<file path="src/rtl/memory_access_pipeline.sv">
// In-order memory access pipeline: circular buffer of in-flight instructions with per-opcode
// latency countdown, retiring the head over a valid/ready done channel.
module memory_access_pipeline #(
    parameter int INSTRUCTION_LENGTH = 32,
    parameter int OPCODE_LENGTH      = 8,
    parameter logic [OPCODE_LENGTH-1:0] LOAD_OPCODE = 8'h01,
    parameter int LOAD_LATENCY       = 4,
    parameter int STORE_LATENCY      = 2,
    parameter int MAX_OUTSTANDING    = 4,
    parameter int TAG_WIDTH          = 4,
    localparam int OW = $clog2(MAX_OUTSTANDING + 1)
) (
    input  logic                          clk_i,
    input  logic                          reset_n_i,
    input  logic [INSTRUCTION_LENGTH-1:0] instruction_i,
    input  logic                          instruction_valid_i,
    output logic                          ready_o,
    output logic                          done_valid_o,
    input  logic                          done_ready_i,
    output logic [INSTRUCTION_LENGTH-1:0] done_instruction_o,
    output logic [TAG_WIDTH-1:0]          done_tag_o,
    output logic [OW-1:0]                 outstanding_o,
    output logic                          busy_o
);
    localparam int MAXLAT = (LOAD_LATENCY > STORE_LATENCY) ? LOAD_LATENCY : STORE_LATENCY;
    localparam int CW     = $clog2(MAXLAT + 1);
    localparam int PW     = $clog2(MAX_OUTSTANDING);
    localparam logic [CW-1:0] LOAD_REM  = CW'(LOAD_LATENCY - 1);
    localparam logic [CW-1:0] STORE_REM = CW'(STORE_LATENCY - 1);

    logic [MAX_OUTSTANDING-1:0]                         slot_vld_q, slot_vld_d;
    logic [MAX_OUTSTANDING-1:0][INSTRUCTION_LENGTH-1:0] slot_instr_q, slot_instr_d;
    logic [MAX_OUTSTANDING-1:0][TAG_WIDTH-1:0]          slot_tag_q, slot_tag_d;
    logic [MAX_OUTSTANDING-1:0][CW-1:0]                 slot_rem_q, slot_rem_d;
    logic [PW-1:0]                 head_q, head_d, tail_q, tail_d, nxt_head;
    logic [TAG_WIDTH-1:0]          tag_cnt_q, tag_cnt_d;
    logic [OW-1:0]                 count_q, count_d;
    logic                          ready_q, ready_d, busy_q, busy_d;
    logic                          done_valid_q, done_valid_d;
    logic [INSTRUCTION_LENGTH-1:0] done_instr_q, done_instr_d;
    logic [TAG_WIDTH-1:0]          done_tag_q, done_tag_d;
    logic                          accept, retire;

    assign accept = instruction_valid_i & ready_q;
    assign retire = done_valid_q & done_ready_i;

    always_comb begin
        slot_vld_d   = slot_vld_q;
        slot_instr_d = slot_instr_q;
        slot_tag_d   = slot_tag_q;
        slot_rem_d   = slot_rem_q;
        head_d       = head_q;
        tail_d       = tail_q;
        tag_cnt_d    = tag_cnt_q;
        for (int i = 0; i < MAX_OUTSTANDING; i++) begin
            if (slot_vld_q[i] && slot_rem_q[i] != '0) slot_rem_d[i] = slot_rem_q[i] - CW'(1);
        end
        if (retire) begin
            slot_vld_d[head_q] = 1'b0;
            head_d             = head_q + PW'(1);
        end
        if (accept) begin
            slot_vld_d[tail_q]   = 1'b1;
            slot_instr_d[tail_q] = instruction_i;
            slot_tag_d[tail_q]   = tag_cnt_q;
            slot_rem_d[tail_q]   = (instruction_i[OPCODE_LENGTH-1:0] == LOAD_OPCODE) ? LOAD_REM : STORE_REM;
            tail_d               = tail_q + PW'(1);
            tag_cnt_d            = tag_cnt_q + TAG_WIDTH'(1);
        end
        count_d = count_q + OW'(accept) - OW'(retire);
        ready_d = (count_d != OW'(MAX_OUTSTANDING));
        busy_d  = (count_d != '0);
        // Present the slot that will be head after this edge, so back-to-back retires have no bubble.
        nxt_head     = retire ? head_q + PW'(1) : head_q;
        done_valid_d = slot_vld_q[nxt_head] && (slot_rem_q[nxt_head] == '0);
        done_instr_d = slot_instr_q[nxt_head];
        done_tag_d   = slot_tag_q[nxt_head];
    end

    always_ff @(posedge clk_i or negedge reset_n_i) begin
        if (!reset_n_i) begin
            slot_vld_q   <= '0;
            slot_instr_q <= '0;
            slot_tag_q   <= '0;
            slot_rem_q   <= '0;
            head_q       <= '0;
            tail_q       <= '0;
            tag_cnt_q    <= '0;
            count_q      <= '0;
            ready_q      <= 1'b1;
            busy_q       <= 1'b0;
            done_valid_q <= 1'b0;
            done_instr_q <= '0;
            done_tag_q   <= '0;
        end else begin
            slot_vld_q   <= slot_vld_d;
            slot_instr_q <= slot_instr_d;
            slot_tag_q   <= slot_tag_d;
            slot_rem_q   <= slot_rem_d;
            head_q       <= head_d;
            tail_q       <= tail_d;
            tag_cnt_q    <= tag_cnt_d;
            count_q      <= count_d;
            ready_q      <= ready_d;
            busy_q       <= busy_d;
            done_valid_q <= done_valid_d;
            done_instr_q <= done_instr_d;
            done_tag_q   <= done_tag_d;
        end
    end

    assign ready_o            = ready_q;
    assign busy_o             = busy_q;
    assign outstanding_o      = count_q;
    assign done_valid_o       = done_valid_q;
    assign done_instruction_o = done_instr_q;
    assign done_tag_o         = done_tag_q;
endmodule

</file>
<file path="config.mk">
export PLATFORM = sky130hd
export DESIGN_NAME = memory_access_pipeline
export DESIGN_NICKNAME = d
export VERILOG_FILES = /design/src/rtl/memory_access_pipeline.sv
export SDC_FILE = /design/constraint.sdc
export NUM_CORES = 1
export LEC_CHECK = 0
export ABC_AREA = 1
export BUFFER_PORTS_ARGS = -buffer_cell sky130_fd_sc_hd__buf_4
export CORE_UTILIZATION = 62
export CTS_BUF_LIST = sky130_fd_sc_hd__clkbuf_8
export DETAILED_ROUTE_END_ITERATION = 10
export PLACE_DENSITY_LB_ADDON = 0.05
export REMOVE_ABC_BUFFERS = 1
export SLEW_MARGIN = 0
export SYNTH_ARGS = -nofsm -noshare
export SYNTH_HDL_FRONTEND = slang
export SYNTH_SLANG_ARGS = --single-unit
</file>
<file path="constraint.sdc">
create_clock -name clk_i -period 2.7 [get_ports clk_i]
set_input_delay 0.135 -clock clk_i [delete_from_list [all_inputs] [get_ports clk_i]]
set_output_delay 0.135 -clock clk_i [all_outputs]
set_load 0.005 [all_outputs]
</file>
# Word level (Yosys, flattened, before mapping)
# Index checks and enable logic that the tools add are counted.
[totals] reg_bits=210 inputBits=36 out_inout_bits=42 elab_cells=86
[classes] n_addsub=9 magnitude_cmp=5 n_eq_ne=2 muxes=30 bitwise_logic=5 n_reduce_logical=13
[op_table] operator="bitwise mux 128 bit" n=1
[op_table] operator="binary-select mux 32 bit (select 2 bit)" n=1
[op_table] operator="demux 32 bit (select 2 bit)" n=1
[op_table] operator="2-to-1 mux 32 bit" n=2
[op_table] operator="2-to-1 mux 3 bit" n=6
[op_table] operator="bitwise mux 16 bit" n=1
[op_table] operator="2-to-1 mux 4 bit" n=4
[op_table] operator="nonzero test 3 bit" n=5
[op_table] operator="bitwise mux 12 bit" n=1
[op_table] operator="2-to-1 mux 12 bit" n=1
[op_table] operator="subtractor 3 x 1 -> 3 bit (second input constant)" n=4
[op_table] operator="less-than comparator 2 x 3 -> 1 bit (second input constant)" n=3
[op_table] operator="binary-select mux 4 bit (select 2 bit)" n=1
[op_table] operator="demux 4 bit (select 2 bit)" n=1
[op_table] operator="== test 8 x 1 -> 1 bit (second input constant)" n=1
[op_table] operator="logical AND 1 bit" n=7
[op_table] operator="binary-select mux 3 bit (select 2 bit)" n=1
[op_table] operator="demux 3 bit (select 2 bit)" n=1
[op_table] operator="adder 2 x 1 -> 2 bit (second input constant)" n=2
[op_table] operator="adder 4 x 1 -> 4 bit (second input constant)" n=1
[op_table] operator="AND 4 bit" n=1
[op_table] operator="demux 1 bit (select 2 bit)" n=2
[op_table] operator="greater-or-equal comparator 2 x 1 -> 1 bit (second input constant)" n=2
[op_table] operator="2-to-1 mux 2 bit" n=2
[op_table] operator="9 further kinds" n=12

# Longest topological paths before layout
[depth] word_depth=9 mapped_depth=10 depth_no_buf=10

# Least setup slack after synthesis
# Ideal clock, no wire load.
[synth_path] path_type="register -> register" from="reg ready_q, in the netlist ready_o" to="reg ready_q, in the netlist ready_o" setup_time_ns=0.078 arrival_time_ns=2.138 setup_slack_ns=0.483 stages_incl_launch_ff=11 period_less_slack_ns=2.217 cell_sequence="dfstp_2 nand2_1 buf_4 ha_1 inv_1 ha_1 fa_1 xnor2_1 or2_2 nand2_1 nand2_1"
[synth_via] elab_chain_cells=4
[synth_lines] element="from (decl)" line_no="38" source="logic ready_q, ready_d, busy_q, busy_d;"
[synth_lines] element="from (signal assigned)" line_no="104" source="ready_q <= ready_d;"
[synth_lines] element="AND 1 bit" line_no="44" source="assign accept = instruction_valid_i & ready_q;"
[synth_lines] element="adder 3 x 1 -> 3 bit" line_no="70" source="count_d = count_q + OW'(accept) - OW'(retire);"
[synth_lines] element="subtractor 3 x 1 -> 3 bit" line_no="70"
[synth_lines] element="named net count_d[2]" line_no="37" source="logic [OW-1:0] count_q, count_d;"
[synth_lines] element="inequality test 3 bit" line_no="71" source="ready_d = (count_d != OW'(MAX_OUTSTANDING));"
[synth_lines] element="named net ready_d" line_no="38"
# The timed path passes the listed nets, and every way through them passes these cells.
# A chain may end at the register's enable or synchronous reset.

# Worst setup path after layout
[layout_path] from="reg done_valid_q, in the netlist done_valid_o" to="reg ready_q, in the netlist ready_o"
[layout_via] elab_chain_cells=3
[layout_lines] element="from (decl)" line_no="39" source="logic done_valid_q, done_valid_d;"
[layout_lines] element="from (signal assigned)" line_no="106" source="done_valid_q <= done_valid_d;"
[layout_lines] element="AND 1 bit" line_no="45" source="assign retire = done_valid_q & done_ready_i;"
[layout_lines] element="subtractor 3 x 1 -> 3 bit" line_no="70"
[layout_lines] element="named net count_d[2]" line_no="37"
[layout_lines] element="inequality test 3 bit" line_no="71"
[layout_lines] element="named net ready_d" line_no="38"
# The timed path passes the listed nets, and every way through them passes these cells.

==> qor.yml <==
drtAntennaViolNets: 0
worstMarginPinSlew_ns: 0.7158
crit_type: "reg2reg"
finClkSkew_ns: 0.009771
regToRegStartpoint: "done_valid_o"
die_w_um: 124.3
firstDrtPassIters: 5
ctsHoldBuffers: 35
ys.flop_type: "dfrtp_1"
numPortBuffers: 77
core_mm2: 0.01459
stdcell_count: 1399
avgViaCountPerCell: 5.076
start_kind: "register"
synth_area_per_cell_um2: 8.561
yosys-top-cells-area: "dfrtp_1, nand2_1, o21ai_0, inv_1, o21ai_1"
yosys_warnings: 0
antenna_found_initial: 0
route.detailed.drc: 0
setup_viol_count_final: 0
grt_pass1_vias: 6988
finalSetupTns_ns: 0
overflow: 0
synth-edff-count: 0
r2r_slack_ns: 0.52
crit_path_start: "done_valid_o"
grt_max_degree: 93
fmax_mhz: 459.3
vias: 7102
gp_congestion: 0.7566
post-route-period-util_pct: 80.63
yosys.area.top_type_share_pct: 56.41
dp_cells: 1304
regArea_mm2: 0.005256
critical_path_peak_fanout: 6
die-area_mm2: 0.01545
routed_wl_um: 18780
setup.worst_path.end_class: "register"
status: "finished clean"
synth_cells: 1083
critPathRequiredTime_ns: 3.14
die_h_um: 124.3
rsz0062_at_grt: "false"
dp_hpwl_um: 11450
cts_tree: "done"
cts_root_buf: "clkbuf_8"
holdCritPathClass: "in2async"
n_antenna_cell: 0
final_max_slew_viol_count: 0
yosysUniqueCellTypes: 24
cts_buffers: 35
synth_top_area_cell: "dfrtp_1"
seq_area_frac_synth_pct: 56.69
timing.rr.end: "ready_o"
power.density_mw_per_mm2: 1188
routedWlPerCell_um: 13.42
clock_latency_ns: 0.51
grt_pass1_wl_um: 32810
drt-initial-drc-count: 521
p_leak_nw: 5.660
slew_headroom_pct: 52.28
async_reset_ff_share_pct: 100.0
start_util_pct: 63.55
post_cts_buffers: 0
rows: 44
multi_input_area_mm2: 0.003097
hold_violations: 0
drv_cap: 0
ir_drop_mv: 1.200
nets: 1248
io_pins: 78
reg2regPathDepth: 10
power_mw: 12.98
n_fill_cell: 1110
htreeDepth: 2
drive_gt1_share_pct: 12.43
ys_seq_elements: 210
path_clk_slew_ns: 0.06
cts_num_sinks: 210
cp.arrival_ns: 2.62
clk_path_buf_depth: 3
grtUsageTotal_pct: 26.04
area_growth_pct: 17.81
fin_crit_ns: 2.177
synth_area_mm2: 0.009271
cts_resized: 0
==> how the worst max path moves through the flow <==
stage / endpoint / slack (ns) / cells past startpoint
final: ready_o / 0.52 / 10
after global routing: ready_o / 0.38 / 10
after CTS: ready_o / 0.51 / 10
after detailed placement: ready_o / 0.53 / 10
after global placement: ready_o / 0.60 / 10
after floorplan: slot_rem_q[10] / 0.14 / 5
==> cells in the mapped netlist, types with 6 or more instances <==
library cell	instances
o21ai_0	151
inv_1	143
a21oi_1	6
nand2_1	376
nor2_1	23
clkbuf_1	10
nand3_1	11
buf_6	14
o21ai_1	69
buf_4	19
ha_1	19
buf_2	13
dfrtp_1	209
==> cells in the final DEF (no fill, tap or decap), drive strengths merged, types with 2 or more instances in the layout <==
master	count
nand2	378
o21ai	224
dfrtp	209
inv	160
buf	92
clkbuf	44
dlygate4sd3	35
nor2	25
ha	19
nand3	11
a21oi	6
xor2	4
nand4	2
==> power by group <==
| group | internal [mW] | switching [mW] | total (mW) |
|---|---|---|---|
| sequential | 4.66 | 0.625 | 5.29 |
| combinational | 1.96 | 3.11 | 5.07 |
| clock | 1.43 | 1.19 | 2.62 |
==> metal layers <==
layer,global-route usage (%),share of wire [%],up-vias
met5,0,0,-
met4,6.733,1.4,0
met3,5.112,4.5,29
met2,41.96,48,157
met1,36.46,46,3347
li1,-,-,3569
==> area by class of cell <==
| cell class | instances | area share, % |
|---|---|---|
| Timing Repair Buffer | 128 | 10.46 |
| Sequential cell | 210 | 48.12 |
| Clock inverter | 17 | 0.5956 |
| Tap cell | 184 | 2.108 |
| Clock buffer | 43 | 5.418 |
| Inverter | 144 | 4.948 |
| Multi-Input combinational cell | 673 | 28.35 |
==> critical path, cell delays in order, from the launching register on <==
cell and delay (ns):
dfrtp_1 0.41, nand2_2 0.16, inv_2 0.08, ha_1 0.28, inv_1 0.04, ha_1 0.17
fa_1 0.37, xnor2_1 0.16, or2_2 0.30, nand2_1 0.08, nand2_1 0.06
==> state kept, by name, indices dropped and copies added (netlist names) <==
signal and count:
tag_cnt_q 4, slot_rem_q 12, outstanding_o 3, slot_vld_q 4, done_instruction_o 32, slot_instr_q 128, busy_o 1, done_tag_o 4
done_valid_o 1, tail_q 2, head_q 2, ready_o 1, slot_tag_q 16
==> logic make-up (layout without fill, tap and decap cells) <==
family	Yosys count	after routing	share of synthesized area, %
flops	210	210	56.69
simple gates	417	417	17.22
fa+ha+maj	20	20	2.780
xor+xnor	5	5	0.4723
compound gates	231	231	12.66
buf+inv	200	332	10.18
==> stage by stage <==
step	utilization [%]	hold slack, ns	setup WS, ns	area [um2]
final	74.87	0.2288	0.5229	10920
after global routing	74.87	0.3002	0.3796	10920
after CTS	74.87	0.2544	0.5100	10920
after detailed placement	67.97	0.2402	0.5329	9916
after global placement	67.97	0.2392	0.5960	9916
after floorplan	-	-0.1606	0.1373	8869
(Power assumes the default switching activity.)
